--- config.mk ---
export PLATFORM = sky130hd
export DESIGN_NAME = writeback_arbiter
export DESIGN_NICKNAME = d
export VERILOG_FILES = /design/src/rtl/wb_pkg.sv /design/src/rtl/wb_load_fifo.sv /design/src/rtl/writeback_arbiter.sv
export SDC_FILE = /design/constraint.sdc
export NUM_CORES = 1
export LEC_CHECK = 0
export BUFFER_PORTS_ARGS = -buffer_cell sky130_fd_sc_hd__buf_2
export CAP_MARGIN = 20
export CORE_UTILIZATION = 52
export CTS_CLUSTER_DIAMETER = 80
export DETAILED_ROUTE_END_ITERATION = 8
export GPL_TIMING_DRIVEN = 0
export PLACE_DENSITY = 0.85
export SYNTH_ARGS = -nofsm -noshare
export SYNTH_HDL_FRONTEND = slang
export SYNTH_SLANG_ARGS = --single-unit
--- constraint.sdc ---
create_clock -name clk -period 4.2 [get_ports clk]
set_input_delay 0.84 -clock clk [delete_from_list [all_inputs] [get_ports clk]]
set_output_delay 0.84 -clock clk [all_outputs]
set_load 0.01 [all_outputs]
--- src/rtl/wb_pkg.sv ---
// Shared types and constants for the writeback arbiter and its load-result buffer.
package wb_pkg;
  localparam logic [4:0] REG_X0     = 5'd0;
  localparam int         REG_ADDR_W = 5;
  localparam int         DATA_W     = 32;

  typedef enum logic [1:0] {
    SRC_NONE,
    SRC_ALU,
    SRC_LOAD
  } wb_src_e;

  typedef struct packed {
    logic [REG_ADDR_W-1:0] rd;
    logic [DATA_W-1:0]     data;
  } wb_entry_t;
endpackage

--- src/rtl/wb_load_fifo.sv ---
// Load-result buffer: power-of-two circular FIFO with occupancy count and a
// combinational head view.
module wb_load_fifo
  import wb_pkg::*;
#(
  parameter int DEPTH = 2
) (
  input  logic                     clk,
  input  logic                     rst,
  input  logic                     push,
  input  logic                     pop,
  input  wb_entry_t                push_entry,
  output logic [$clog2(DEPTH):0]   count,
  output wb_entry_t                head
);
  localparam int PTR_W = (DEPTH > 1) ? $clog2(DEPTH) : 1;

  wb_entry_t        mem [DEPTH];
  logic [PTR_W-1:0] wr_ptr;
  logic [PTR_W-1:0] rd_ptr;

  // Pointers wrap naturally because DEPTH is a power of two.
  always_ff @(posedge clk) begin
    if (rst) begin
      wr_ptr <= '0;
      rd_ptr <= '0;
      count  <= '0;
    end else begin
      if (push) wr_ptr <= wr_ptr + 1'b1;
      if (pop)  rd_ptr <= rd_ptr + 1'b1;
      case ({push, pop})
        2'b10:   count <= count + 1'b1;
        2'b01:   count <= count - 1'b1;
        default: count <= count;
      endcase
    end
  end

  always_ff @(posedge clk) begin
    if (push) mem[wr_ptr] <= push_entry;
  end

  assign head = mem[rd_ptr];
endmodule

--- src/rtl/writeback_arbiter.sv ---
// Single-port register-file writeback arbiter: ALU first, then buffered loads,
// then a same-cycle load bypass. Optional scoreboard under WB_SCOREBOARD_EN.
module writeback_arbiter
  import wb_pkg::*;
#(
  parameter int FIFO_DEPTH = 2
) (
  input  logic        clk,
  input  logic        rst,
  input  logic        alu_valid,
  input  logic [4:0]  alu_rd,
  input  logic [31:0] alu_data,
  input  logic        ld_valid,
  output logic        ld_ready,
  input  logic [4:0]  ld_rd,
  input  logic [31:0] ld_data,
  output logic        stall_req,
  input  logic        ld_issue,
  input  logic [4:0]  ld_issue_rd,
  output logic [31:0] pending,
  output logic        regWrite,
  output logic [4:0]  regAddrWrite,
  output logic [31:0] regWriteData
);
  localparam int CNT_W = $clog2(FIFO_DEPTH) + 1;

  logic [CNT_W-1:0]      count;
  wb_entry_t             head;
  wb_entry_t             ld_entry;
  wb_src_e               sel;
  logic [REG_ADDR_W-1:0] sel_rd;
  logic [DATA_W-1:0]     sel_data;
  logic                  ld_acc;
  logic                  ld_keep;
  logic                  pop;
  logic                  push;
  logic                  bypass;
  logic                  wr_en;
  logic                  ld_wb;

  assign ld_ready  = !rst && (count < CNT_W'(FIFO_DEPTH));
  assign stall_req = (count == CNT_W'(FIFO_DEPTH));
  assign ld_acc    = ld_valid && ld_ready;
  // Loads to x0 finish their handshake but never occupy the buffer.
  assign ld_keep   = ld_acc && (ld_rd != REG_X0);
  assign ld_entry  = '{rd: ld_rd, data: ld_data};

  always_comb begin
    sel      = SRC_NONE;
    sel_rd   = REG_X0;
    sel_data = '0;
    pop      = 1'b0;
    bypass   = 1'b0;
    if (alu_valid) begin
      sel      = SRC_ALU;
      sel_rd   = alu_rd;
      sel_data = alu_data;
    end else if (count != '0) begin
      sel      = SRC_LOAD;
      sel_rd   = head.rd;
      sel_data = head.data;
      pop      = 1'b1;
    end else if (ld_keep) begin
      sel      = SRC_LOAD;
      sel_rd   = ld_rd;
      sel_data = ld_data;
      bypass   = 1'b1;
    end
  end

  assign push  = ld_keep && !bypass;
  assign wr_en = (sel != SRC_NONE) && (sel_rd != REG_X0);

  wb_load_fifo #(.DEPTH(FIFO_DEPTH)) u_fifo (
    .clk        (clk),
    .rst        (rst),
    .push       (push),
    .pop        (pop),
    .push_entry (ld_entry),
    .count      (count),
    .head       (head)
  );

  // Address and data only move on a real write so idle cycles hold them.
  always_ff @(posedge clk) begin
    if (rst) begin
      regWrite     <= 1'b0;
      regAddrWrite <= '0;
      regWriteData <= '0;
      ld_wb        <= 1'b0;
    end else begin
      regWrite <= wr_en;
      ld_wb    <= wr_en && (sel == SRC_LOAD);
      if (wr_en) begin
        regAddrWrite <= sel_rd;
        regWriteData <= sel_data;
      end
    end
  end

`ifdef WB_SCOREBOARD_EN
  logic [31:0] pending_next;

  // Set is applied after clear so a same-cycle re-issue keeps the bit high.
  always_comb begin
    pending_next = pending;
    if (regWrite && ld_wb) pending_next[regAddrWrite] = 1'b0;
    if (ld_issue && (ld_issue_rd != REG_X0)) pending_next[ld_issue_rd] = 1'b1;
  end

  always_ff @(posedge clk) begin
    if (rst) pending <= '0;
    else     pending <= pending_next;
  end
`else
  logic unused_sb;
  assign unused_sb = ^{ld_issue, ld_issue_rd, ld_wb};
  assign pending   = '0;
`endif
endmodule

Yosys cells after proc, flatten, opt, wreduce, memory -nomap -nowiden
Memories as Yosys holds them, arrays and structs flattened. A register that Yosys moved wholly into a read port is not among the register bits. Cells that the tools add are included.

Bitwise logic cells: 0. Div/mod/pow operators: 0. Equality and inequality tests: 3. Multiplexer cells: 19. $add $sub $neg: 4. Order comparisons: 1. Shift operators: 0. Reductions and logical operators: 12. Multiply operators: 0.

Operators with widths (number): $mux W32 (3); $mux W5 (3); $reduce_bool A5 Y1 (2); $mux W1 (9); $mux W2 (3); $reduce_bool A2 Y1 (3); $logic_and A1 B1 Y1 (5); $eq A2 B2 Y1 const B (2); $pmux W2 S2 (1); $add A1 B1 Y1 const B (2); $add A2 B1 Y2 const B (1); $eq A2 B1 Y1 const B (1); $logic_not A1 Y1 (2); $lt A2 B2 Y1 const B (1); $sub A2 B1 Y2 const B (1).

Input bits: 84. Output and inout bits: 72. ROM bits: 0. Memory bits (writable): 74. Register bits after elaboration: 42. Memories kept: 1. Word-level logic and storage cells: 46. Latch bits: 0.

Memories: u_fifo.mem (words 2, bits a word 37, read ports 1, clocked after Yosys merged registers in 1, wr ports 1, line wb_load_fifo.sv:18) `wb_entry_t mem [DEPTH];`.

Logic depth before layout (Yosys ltp)
Depth after elaboration: 11. Gate-level depth with buffers: 9. Depth with buffers taken out: 8.

Cells and area by module
From an unflattened synthesis, not the netlist that was laid out.

Cells, all modules: 376. Area total of the unflattened synthesis: 5306.3 µm².

By module, submodules not included: wb_load_fifo (instances 1, cells an instance 135, area an instance 2870.3 µm², seq. area each 2322.2 µm²); writeback_arbiter (instances 1, cells an instance 241, area an instance 2436.1 µm², seq. area each 760.7 µm²).

Worst setup path after synthesis
OpenSTA, ideal clock, no wires.

Kind: input port to flip-flop. Start: input alu_valid. End: memory u_fifo.mem[0][0] (netlist name) (enable). Required time: 3.769 ns. Path buffers: 2. Arrival: 3.415 ns. Stages on the path: 6. Path slack: 0.354 ns. Library setup time: 0.431 ns. Cells stage by stage: buf_2 -> clkbuf_1 -> nor2_1 -> nor4_1 -> inv_1 -> nor2_1.

Longest elaborated chain between the ends: 5.

Ends and longest elaborated chain: from (decl) (line writeback_arbiter.sv:10) `input logic alu_valid,`; $mux W1 (line writeback_arbiter.sv:54) `if (alu_valid) begin`; $logic_not A1 Y1 (line writeback_arbiter.sv:71) `assign push = ld_keep && !bypass;`; $logic_and A1 B1 Y1 (line writeback_arbiter.sv:71); $mux W1 (line wb_load_fifo.sv:40) `if (push) mem[wr_ptr] <= push_entry;`; $mux W1 (not written as such) (line wb_load_fifo.sv:40); to (decl) (line wb_load_fifo.sv:18).

No other way between the ends.

Final worst setup path
Start: input alu_valid. End: memory u_fifo.mem[1][25] (netlist name) (enable).

Same word-level chain as after synthesis.

==> flow_summary.toml <==
[outcome]
status = "finished, final reports clean"

[timing]
relSlewSlack_pct = 37.7
fin_crit_ns = 2.83
rsz0062_at_grt = "no"
max_clock_freq_mhz = 353
timing.final.crit_share_pct = 67.4
finalSetupViolations = 0
tightest_slew_ns = 0.935
clock-skew-final_ns = 0.00972
tns_ns = 0
final-hold-violation-count = 0
maxSlewViolCount = 0

[place]
post_dp_cell_area_sq_um = 6270
routabilityCongestion = 0.807
dpl.hpwl_mm = 9.24
portBuffers = 115

[clock_tree]
cts_hold_buffers = 0
path_clk_slew_ns = 0.05
cts_setup_buffers = 0
cts_sinks = 117
clk_latency_ns = 0.52
clk_path_buf_depth = 2
ctsResizeCount = 0
cts_tree = "yes"
htreeDepth = 4
cts-root-buf = "clkbuf_8"
numCtsBuffers = 17

[floorplanning]
die_y_um = 104
start_util_pct = 54.3
die_x_um = 104
rows = 36
fp.dieArea_sq_um = 10700
coreArea_sq_um = 9910
ios = 156

[layout]
multi_input_area_sq_um = 1960
nNetsFinal = 750
layout_commonest_cell = "buf_2"
drive_above_1_share_pct = 33.2
syn_to_final_growth_pct = 28.3
fin_util_pct = 69.6
seq_area_sq_um = 3080
fillCellCount = 753
most-common-layout-cells = "129 x buf_2, 74 x edfxtp_1, 55 x a21oi_1"
final_area_sq_um = 6900

[power]
internal-power_mw = 2.87
p_clk_share_pct = 37.0
power.share.sequential_pct = 34.8
p_total_mw = 4.14
swShare_pct = 30.7
p_leak_nw = 2.73
comb_power_share_pct = 28.2
powerDensity_nw_per_um2 = 599
ir_worst_vdd_v = 0.000310
netSwitchingPower_mw = 1.27

[synth]
synth_top_family_by_area = "simple AND/OR/NAND/NOR gates"
ys_seq_elements = 117
synthFlopType = "edfxtp_1"
synth_compound_area_share_pct = 11.8
synth_fa_ha_area_share_pct = 0.233
yosysWarnings = 0
synth-simple-area-share_pct = 14.4
avgSynthCellArea_sq_um = 10.8
synth_cell_type_count = 39
synth.area.mux_share_pct = 6.91
yosysSeqAreaShare_pct = 57.3
ys_async_sr_fraction_pct = 0
synth-xor-area-share_pct = 0.652
synthCells = 499
synth_area_sq_um = 5380
synth_edf_count = 74

[detailed_routing]
route.detailed.drc = 0
post_drt_wl_per_cell_um = 16.8
met2WireLength_mm = 6.73
met3_length_mm = 1.16
via_count = 4367
ant_nets = 0
drt-total-wl_mm = 13.6
drt-initial-drc-count = 299
viasPerCell = 5.38
firstDrtPassIters = 5
wl_met1_mm = 5.46
top_layer_used = "met4"

[worst_setup_path]
cp.arrival_ns = 2.97
path_class = "in2reg"
endpoint_kind = "flop"
critPathMaxFanout = 37
start_kind = "primary input"
cp.required_ns = 4.34

[grt]
grt_pass1_vias = 4312
antenna_found_initial = 0
grt_max_degree = 38
grt_pass1_wl_mm = 21.6
grt_usage_pct = 26.2
grt_overflow = 0

[hold_path]
hold_path.class = "reg2reg"

[flow_run]
drv_cap = 0
## cell families after synthesis
logic type / Yosys count
DFF: 117
and+or+nand+nor: 158
buffers and inverters: 74
adders and majority gates: 1
AOI/OAI and AO/OA: 107
xor gates and xnor gates: 4
muxes: 37
other: 1
## worst paths after layout
kind,from,to,slack (ns),cells past startpoint
max,alu_valid,u_fifo.mem[1][25]$_DFFE_PP_,1.37,5
min,regAddrWrite[0]$_SDFFE_PP0P_,regAddrWrite[0]$_SDFFE_PP0P_,0.47,2
max reg2reg,u_fifo.count[1]$_SDFFE_PP0P_,regAddrWrite[3]$_SDFFE_PP0P_,1.60,9
min reg2reg,regAddrWrite[0]$_SDFFE_PP0P_,regAddrWrite[0]$_SDFFE_PP0P_,0.47,2
## area by class of cell
type | instances | share of cell area [%]
Sequential cell | 117 | 44.7
Multi-Input combinational cell | 339 | 28.4
Timing Repair Buffer | 116 | 8.74
Buffer | 71 | 6.51
Clock buffer | 20 | 6.46
Clock inverter | 12 | 2.63
Tap cell | 133 | 2.41
Inverter | 3 | 0.163
Antenna cell | 1 | 0.0363
## state kept, by name (all words and copies together), names as in the netlist, named ones only
name / cells
regWriteData: 32
regAddrWrite: 5
u_fifo.wr_ptr: 1
u_fifo.rd_ptr: 1
regWrite: 1
u_fifo.mem: 74
u_fifo.count: 2
## power by group through the flow
stage	registers [mW]	logic [mW]	clock network, mW
after floorplan	1.48	0.768	0
after global placement	1.45	1.10	0
after detailed placement	1.46	1.14	0
after CTS	1.44	1.16	1.53
after global routing	1.45	1.27	1.59
final	1.44	1.17	1.53
## metrics by stage
| step | worst slack [ns] | cells | hold WS, ns |
|---|---|---|---|
| after floorplan | 0.354 | 530 | 0.472 |
| after global placement | -0.773 | 778 | 0.459 |
| after detailed placement | 0.836 | 779 | 0.462 |
| after CTS | 1.37 | 811 | 0.470 |
| after global routing | 1.16 | 811 | 0.496 |
| final | 1.37 | 812 | 0.471 |
## cells in the mapped netlist, types with 3 or more instances
cell type  number  area (sq um)
a21oi_1        55           275
a21oi_2        10          87.6
a221oi_1        4          35.0
buf_1           3          11.3
buf_2          14          70.1
buf_4          34           255
buf_6           5          56.3
clkbuf_1       15          56.3
dfxtp_1        43           861
edfxtp_1       74          2220
mux2i_1        36           360
nand2_1        31           116
nand3_1         3          15.0
nand4_1         5          31.3
nor2_1         48           180
nor2b_1         3          18.8
nor3_1         50           250
nor3_2         10           100
o21ai_0        30           150
## per-layer routing
layer / global-route usage, % / vias up
met1: 32.0 / 2013
met5: 0 / -
met2: 43.3 / 254
li1: - / 2074
met4: 10.5 / 0
met3: 8.06 / 26
## critical path, cell delays in order
cell      delay (ns)
buf_2           0.20
clkbuf_1        0.47
nor2_1          0.08
nor4_1          0.49
and2_2          0.87
Note: power is estimated with default switching activity, not from simulation.
